`config.mk`:
```
export PLATFORM = sky130hd
export DESIGN_NAME = run_detector
export DESIGN_NICKNAME = d
export VERILOG_FILES = /design/src/rtl/run_detector.sv
export SDC_FILE = /design/constraint.sdc
export NUM_CORES = 1
export LEC_CHECK = 0
export BUFFER_PORTS_ARGS = -buffer_cell sky130_fd_sc_hd__buf_4
export CORE_ASPECT_RATIO = 1.4
export CORE_MARGIN = 1
export CORE_UTILIZATION = 40
export CTS_BUF_LIST = sky130_fd_sc_hd__clkbuf_8
export DETAILED_ROUTE_END_ITERATION = 10
export GPL_TIMING_DRIVEN = 1
export PLACE_DENSITY = 0.59
export SETUP_SLACK_MARGIN = 0.5
export SLEW_MARGIN = 10
export SYNTH_ARGS = -nofsm -noshare
export SYNTH_HDL_FRONTEND = slang
export SYNTH_SLANG_ARGS = --single-unit
```
`constraint.sdc`:
```
create_clock -name clk -period 4.65 [get_ports clk]
set_clock_uncertainty 0.15 [all_clocks]
set_input_delay 0.2325 -clock clk [delete_from_list [all_inputs] [get_ports clk]]
set_output_delay 0.2325 -clock clk [all_outputs]
set_load 0.005 [all_outputs]
```
`src/rtl/run_detector.sv`:
```
// run_detector: counts consecutive 1s on w and raises z in one-shot, level, exact or periodic mode.
module run_detector #(
  parameter int N  = 1,
  parameter int CW = 4,
  parameter int HW = 8
) (
  input  logic          clk,
  input  logic          rst,
  input  logic          en,
  input  logic          clr,
  input  logic [1:0]    mode,
  input  logic          w,
  output logic          z,
  output logic [CW-1:0] run_len,
  output logic [HW-1:0] hits
);
  localparam logic [CW-1:0] NV   = CW'(N);
  localparam logic [CW-1:0] CMAX = '1;
  localparam logic [HW-1:0] HMAX = '1;
  logic [CW-1:0] cnt_q, cnt_d, ph_q, ph_d;
  logic [HW-1:0] hits_q, hits_d;
  logic          z_q, z_d;
  always_comb begin
    cnt_d  = cnt_q;
    ph_d   = ph_q;
    z_d    = z_q;
    hits_d = hits_q;
    if (clr) begin
      cnt_d  = '0;
      ph_d   = '0;
      z_d    = 1'b0;
      hits_d = '0;
    end else if (en) begin
      cnt_d  = w ? (cnt_q == CMAX ? cnt_q : cnt_q + 1'b1) : '0;
      ph_d   = w ? (ph_q == NV ? CW'(1) : ph_q + 1'b1) : '0;
      // EXACT looks at the pre-update count so it fires on the terminating 0
      z_d    = mode == 2'd0 ? cnt_d == NV :
               mode == 2'd1 ? cnt_d >= NV :
               mode == 2'd2 ? !w && cnt_q == NV :
                              w && ph_d == NV;
      hits_d = (z_d && !z_q && hits_q != HMAX) ? hits_q + 1'b1 : hits_q;
    end
  end
  always_ff @(posedge clk or posedge rst) begin
    if (rst) begin
      cnt_q  <= '0;
      ph_q   <= '0;
      z_q    <= 1'b0;
      hits_q <= '0;
    end else begin
      cnt_q  <= cnt_d;
      ph_q   <= ph_d;
      z_q    <= z_d;
      hits_q <= hits_d;
    end
  end
  assign z       = z_q;
  assign run_len = cnt_q;
  assign hits    = hits_q;
endmodule

```
=== After elaboration in Yosys (flattened, before gate mapping) ===
Index checks and enable logic that the tools add are counted.

* Flip-flop bits (word level): 17
* Bits of input ports: 7
* Logic and storage cells: 42

* Add/sub/neg operators: 3
* Magnitude comparators: 1
* Equality and inequality tests: 8
* Multiplexer cells: 16
* Reduce and logical (&&, ||, !) cells: 10

{| class="wikitable"
|+ Operators by type and width
! cell !! count
|-
| $mux 4 || 8
|-
| $mux 8 || 3
|-
| $eq 4x1->1 const B || 4
|-
| $add 4x1->4 const B || 2
|-
| $add 8x1->8 const B || 1
|-
| $ne 8x8->1 const B || 1
|-
| $mux 1 || 5
|-
| $eq 4x4->1 const B || 1
|-
| $ge 4x1->1 const B || 1
|-
| $logic_and 1x1->1 || 4
|-
| $reduce_bool 2->1 || 2
|-
| $eq 2x1->1 const B || 1
|-
| $eq 2x2->1 const B || 1
|-
| $logic_not 1->1 || 2
|-
| $logic_not 2->1 || 1
|-
| $reduce_and 2->1 || 1
|}

=== Depth between registers and ports, before layout ===
* Depth in word-level cells: 13
* Mapped depth: 9
* Depth with buffers taken out: 8

=== Least setup slack after synthesis ===
OpenSTA, ideal clock, no wires.

* Kind: reg-to-reg
* Start: register cnt_q[0] (netlist: run_len[0])
* End: register hits_q[7] (netlist: hits[7])
* Library setup time: 0.078 ns
* Data arrival time: 2.128 ns
* Data required time: 4.422 ns
* Path slack: 2.294 ns
* Stages on the path, launching flop included: 8
* Path buffers: 0
* Clock period less this slack: 2.356 ns
* Cells stage by stage: dfrtp_1 > ha_1 > nor2b_1 > a21oi_1 > a2111oi_2 > a221oi_2 > or4_1 > a21oi_1

* Cells in the longest elaborated chain, start to end: 10
* Elaborated cells on any way between the ends: 15

{| class="wikitable"
|+ Ends and longest elaborated chain
! item !! line !! source
|-
| start, declared || 20 || <nowiki>logic [CW-1:0] cnt_q, cnt_d, ph_q, ph_d;</nowiki>
|-
| start signal, assigned || 51 || <nowiki>cnt_q <= cnt_d;</nowiki>
|-
| $add 4x1->4 / $eq 4x4->1 (equally long branches) || 34 || <nowiki>cnt_d = w ? (cnt_q == CMAX ? cnt_q : cnt_q + 1'b1) : '0;</nowiki>
|-
| $mux 4 (2 in series) || 34 ||
|-
| $ge 4x1->1 || 38 || <nowiki>mode == 2'd1 ? cnt_d >= NV :</nowiki>
|-
| $mux 1 || 38 ||
|-
| $mux 1 (*) || 37 || <nowiki>z_d = mode == 2'd0 ? cnt_d == NV :</nowiki>
|-
| $logic_and 1x1->1 (*) (2 in series) || 41 || <nowiki>hits_d = (z_d && !z_q && hits_q != HMAX) ? hits_q + 1'b1 : hits_q;</nowiki>
|-
| $reduce_bool 2->1 (no line) (*) || -- ||
|-
| $reduce_and 2->1 (no line) (*) || -- ||
|-
| end signal, assigned || 54 || <nowiki>hits_q <= hits_d;</nowiki>
|-
| end, declared || 21 || <nowiki>logic [HW-1:0] hits_q, hits_d;</nowiki>
|}

Mark *: on every way between the ends. The rest lies on a longest branch, timed or not.
A chain may end at the register's enable or synchronous reset.

=== Worst setup path in the final report ===
* Start: register cnt_q[0] (netlist: run_len[0])
* End: register hits_q[0] (netlist: hits[0])

Same word-level chain as after synthesis.

==> metrics.md <==
| Metric | Value |
|---|---|
| Run status | `finished, final reports clean` |
| Wire length of the first global-routing pass | `roughly 4.1 mm` |
| Wirelength, routed | `2.294 mm` |
| Delay of the slowest critical-path stage | `roughly 0.67 ns` |
| Y dimension of the die | `between 60 and 70 um` |
| Placer Congestion | `a little over 0.8` |
| Number of distinct library cell variants in the gate-level netlist after synthesis | `37` |
| Top-area cell type share of the netlist area | `40.09%` |
| Final setup violation count | `0` |
| Final Cycle Share | `roughly 60%` |
| Via count of the first global-routing pass | `approximately 950` |
| Data required time of the worst path | `about 4.6 ns` |
| Die area | `2865 um2` |
| Setup TNS | `0 ns` |
| Proportion of layout cells with a drive suffix above 1 | `between 15 and 20%` |
| Logic depth of the worst path, buffers included | `7` |
| Top cell types by occurrence after synthesis | `sky130_fd_sc_hd__dfrtp_1 (17), sky130_fd_sc_hd__o21ai_0 (13), sky130_fd_sc_hd__a21oi_1 (9), sky130_fd_sc_hd__nand2b_1 (9), sky130_fd_sc_hd__nor2_1 (9)` |
| Number of vias after detailed routing | `979` |
| Post-synth EDFFs | `0` |
| Avg Cell Area, Syn | `about 9.0 um2` |
| CTS tree | `yes` |
| Total count of hold-check failures in the final report | `0` |
| Class of the tightest hold or removal check | `input pin to register` |
| Cts repair resizes | `0` |
| Vias per Instance | `5.626` |
| Overall overflow remaining after global route | `0` |
| Critical path buffer and inverter count | `1` |
| Detailed router's first-iteration violation count | `25` |
| Total of warnings raised by yosys | `0` |
| Number of top-level pins | `20` |
| Clock period minus final worst setup slack | `~2.8 ns` |
| First-pass detailed-route iteration total | `4` |
| Antenna violations before repair | `0` |
| Crit path max-delay family | `compound AO/OA/AOI/OAI gates` |
| Longest Clk Path Bufs | `2` |
| Peak ir drop on the vdd network | `95.21 uV` |
| # nets final | `153` |
| Post-synthesis cell area | `roughly 1100 um2` |
| Latest clock arrival within the worst-skew pair | `between 0.2 and 0.25 ns` |
| Standard-cell row count | `21` |
| Worst Setup Slack, final | `1.845 ns` |
| Number of maximum-capacitance constraint violations | `0` |
| Worst Path Max Fanout | `13` |
| Cell count after placement | `169` |
| Total GRT Usage | `between 10% and 20%` |
| Register-to-register path setup slack | `approximately 1.8 ns` |
| CTS sink cnt | `17` |
| CP max stage cell | `sky130_fd_sc_hd__a221oi_2` |
| Effective utilization at floorplan | `a little over two fifths` |
| Register-to-Register Path Depth | `7` |
| Number of flip-flops and latches in the synthesized netlist | `17` |
| Areal power density over the cells | `231.0 nW/um2` |
| Worst path arrival time | `about 2.8 ns` |
| Pre-CTS setup slack | `about 1.9 ns` |
| Routed Antenna Nets | `0` |
| Floorplan die width | `between 40 and 50 um` |
| Input/output buffers | `19` |
| Category of the critical setup timing path | `register to register` |
| Number of buffers inserted to repair setup after CTS | `0` |
| HPWL after detailed placement | `~1.8 mm` |
| Pin count of the biggest net entering global routing | `18` |
| Final core utilization | `52.89%` |
| Main area contributors after synthesis | `sky130_fd_sc_hd__dfrtp_1 (40%), sky130_fd_sc_hd__o21ai_0 (6.1%), sky130_fd_sc_hd__ha_1 (5.9%)` |
| Least-Margin Pin Slew | `approximately 0.77 ns` |
| Final std cells w/o fill | `174` |
| Post-synth net total | `between 100 and 150` |
| Static Leakage | `around 0.57 nW` |
| Total Power Consumption | `around 0.30 mW` |
| Share of flip-flops with an asynchronous set or reset after synthesis | `100.0%` |
| TritonCTS buffer count | `3` |
| Residual DRC | `0` |
| Startpoint of the most critical register-to-register path | `run_len[0]` |
| Ant diodes | `0` |
| Count leader, synth | `sky130_fd_sc_hd__dfrtp_1` |
| Maximum level of the CTS H-tree | `1` |
| Post-placement cell area | `roughly 1200 um2` |
| Core Area | `about 2400 um2` |
| Synth Instances | `between 100 and 150` |
| Fin. max-slew vios | `0` |
| Unrepaired setup endpoints after global routing | `false` |
| Reg2reg end | `hits[0]` |
| Post-CTS clock slew at the launch and capture registers of the worst setup and hold paths | `0.06 ns` |
| Total of hold buffers inserted after clock tree synthesis | `1` |
| Area grow syn2layout | `21.82%` |
| Crit. End Element | `register` |
| Max-slew headroom at the worst pin | `around half` |
| Top FF cell, synth | `sky130_fd_sc_hd__dfrtp_1` |
| Ordered list of cells on the worst path | `ha_1 > inv_1 > o41ai_1 > a2111oi_2 > a221oi_2 > nor2b_1 > mux2_2` |
| Routed length per placed instance | `approximately 13 um` |
| Critical path destination | `hits[0]` |
| Max Freq | `roughly 360 MHz` |
| Critical Path Start Type | `register` |
| Biggest area consumer among synthesized cells | `sky130_fd_sc_hd__dfrtp_1` |
| Clock root buffer | `sky130_fd_sc_hd__clkbuf_8` |
| Critical path launch point | `run_len[0]` |
| Cell area after layout | `between 1000 and 1500 um2` |
| Portion of the post-synthesis area used by sequential elements | `between 40% and 50%` |
| Tightest hold margin | `around 0.056 ns` |
==> worst register-to-register path, cell delays in order (launching register included) <==
cell and delay [ns]:
sky130_fd_sc_hd__dfrtp_1 0.49, sky130_fd_sc_hd__ha_1 0.36, sky130_fd_sc_hd__inv_1 0.04, sky130_fd_sc_hd__o41ai_1 0.35
sky130_fd_sc_hd__a2111oi_2 0.14, sky130_fd_sc_hd__a221oi_2 0.67, sky130_fd_sc_hd__nor2b_1 0.18, sky130_fd_sc_hd__mux2_2 0.31
==> registers in the layout, indices dropped and copies added, names as in the netlist <==
register / flops
ph_q: 4
hits: 8
run_len: 4
z: 1
==> kinds of logic (layout without fill, tap and decap cells) <==
family                     after synthesis  after routing  share of synthesized area (%)
muxes                                    3              3                          3.066
DFF                                     17             17                          40.09
adders and majority gates                5              5                          5.896
AOI/OAI and AO/OA                       34             34                          20.64
buffers and inverters                    7             29                          2.594
and+or+nand+nor                         52             52                          27.71
==> cells in the final DEF (no fill, tap or decap), types with 5 or more instances in the layout <==
cell / instances
sky130_fd_sc_hd__dfrtp_1: 17
sky130_fd_sc_hd__a21oi_1: 9
sky130_fd_sc_hd__inv_1: 6
sky130_fd_sc_hd__nor2_1: 9
sky130_fd_sc_hd__nor2b_1: 5
sky130_fd_sc_hd__nand2b_1: 9
sky130_fd_sc_hd__o21ai_0: 13
sky130_fd_sc_hd__ha_1: 5
sky130_fd_sc_hd__nand4_1: 5
sky130_fd_sc_hd__nand2_1: 8
sky130_fd_sc_hd__buf_4: 19
==> worst min path at each step <==
stage / startpoint / to / slack, ns / depth (start not counted)
2_1_floorplan: rst / hits[0] / 0.009 / 1
3_3_place_gp: rst / hits[1] / 0.21 / 2
3_5_place_dp: rst / ph_q[3] / 0.22 / 2
4_1_cts: en / z / 0.05 / 2
5_1_grt: en / z / 0.05 / 2
6_report: en / z / 0.06 / 2
==> per-layer routing <==
| layer | global-route usage [%] | share of wire, % |
|---|---|---|
| met4 | 7.197 | 0 |
| met2 | 31.79 | 52 |
| met3 | 3.468 | 3.7 |
| met5 | 0 | 0 |
| met1 | 22.14 | 44 |
==> cell type report <==
type / count / area, um2
repair buffers: 20 / 152.6
well taps: 34 / 42.54
clock buffers: 3 / 41.29
inverters: 5 / 18.77
fillers: 255 / 1151
clock inverters: 1 / 3.754
flip-flops and latches: 17 / 425.4
multi-input cells: 94 / 608.1
==> where the power goes <==
| group | total, mW | switching [mW] | internal [mW] |
|---|---|---|---|
| combinational | 0.0379 | 0.0213 | 0.0166 |
| sequential | 0.155 | 0.00455 | 0.151 |
| clock | 0.105 | 0.0470 | 0.0584 |
| total | 0.299 | 0.0729 | 0.226 |
(Power assumes the default switching activity.)
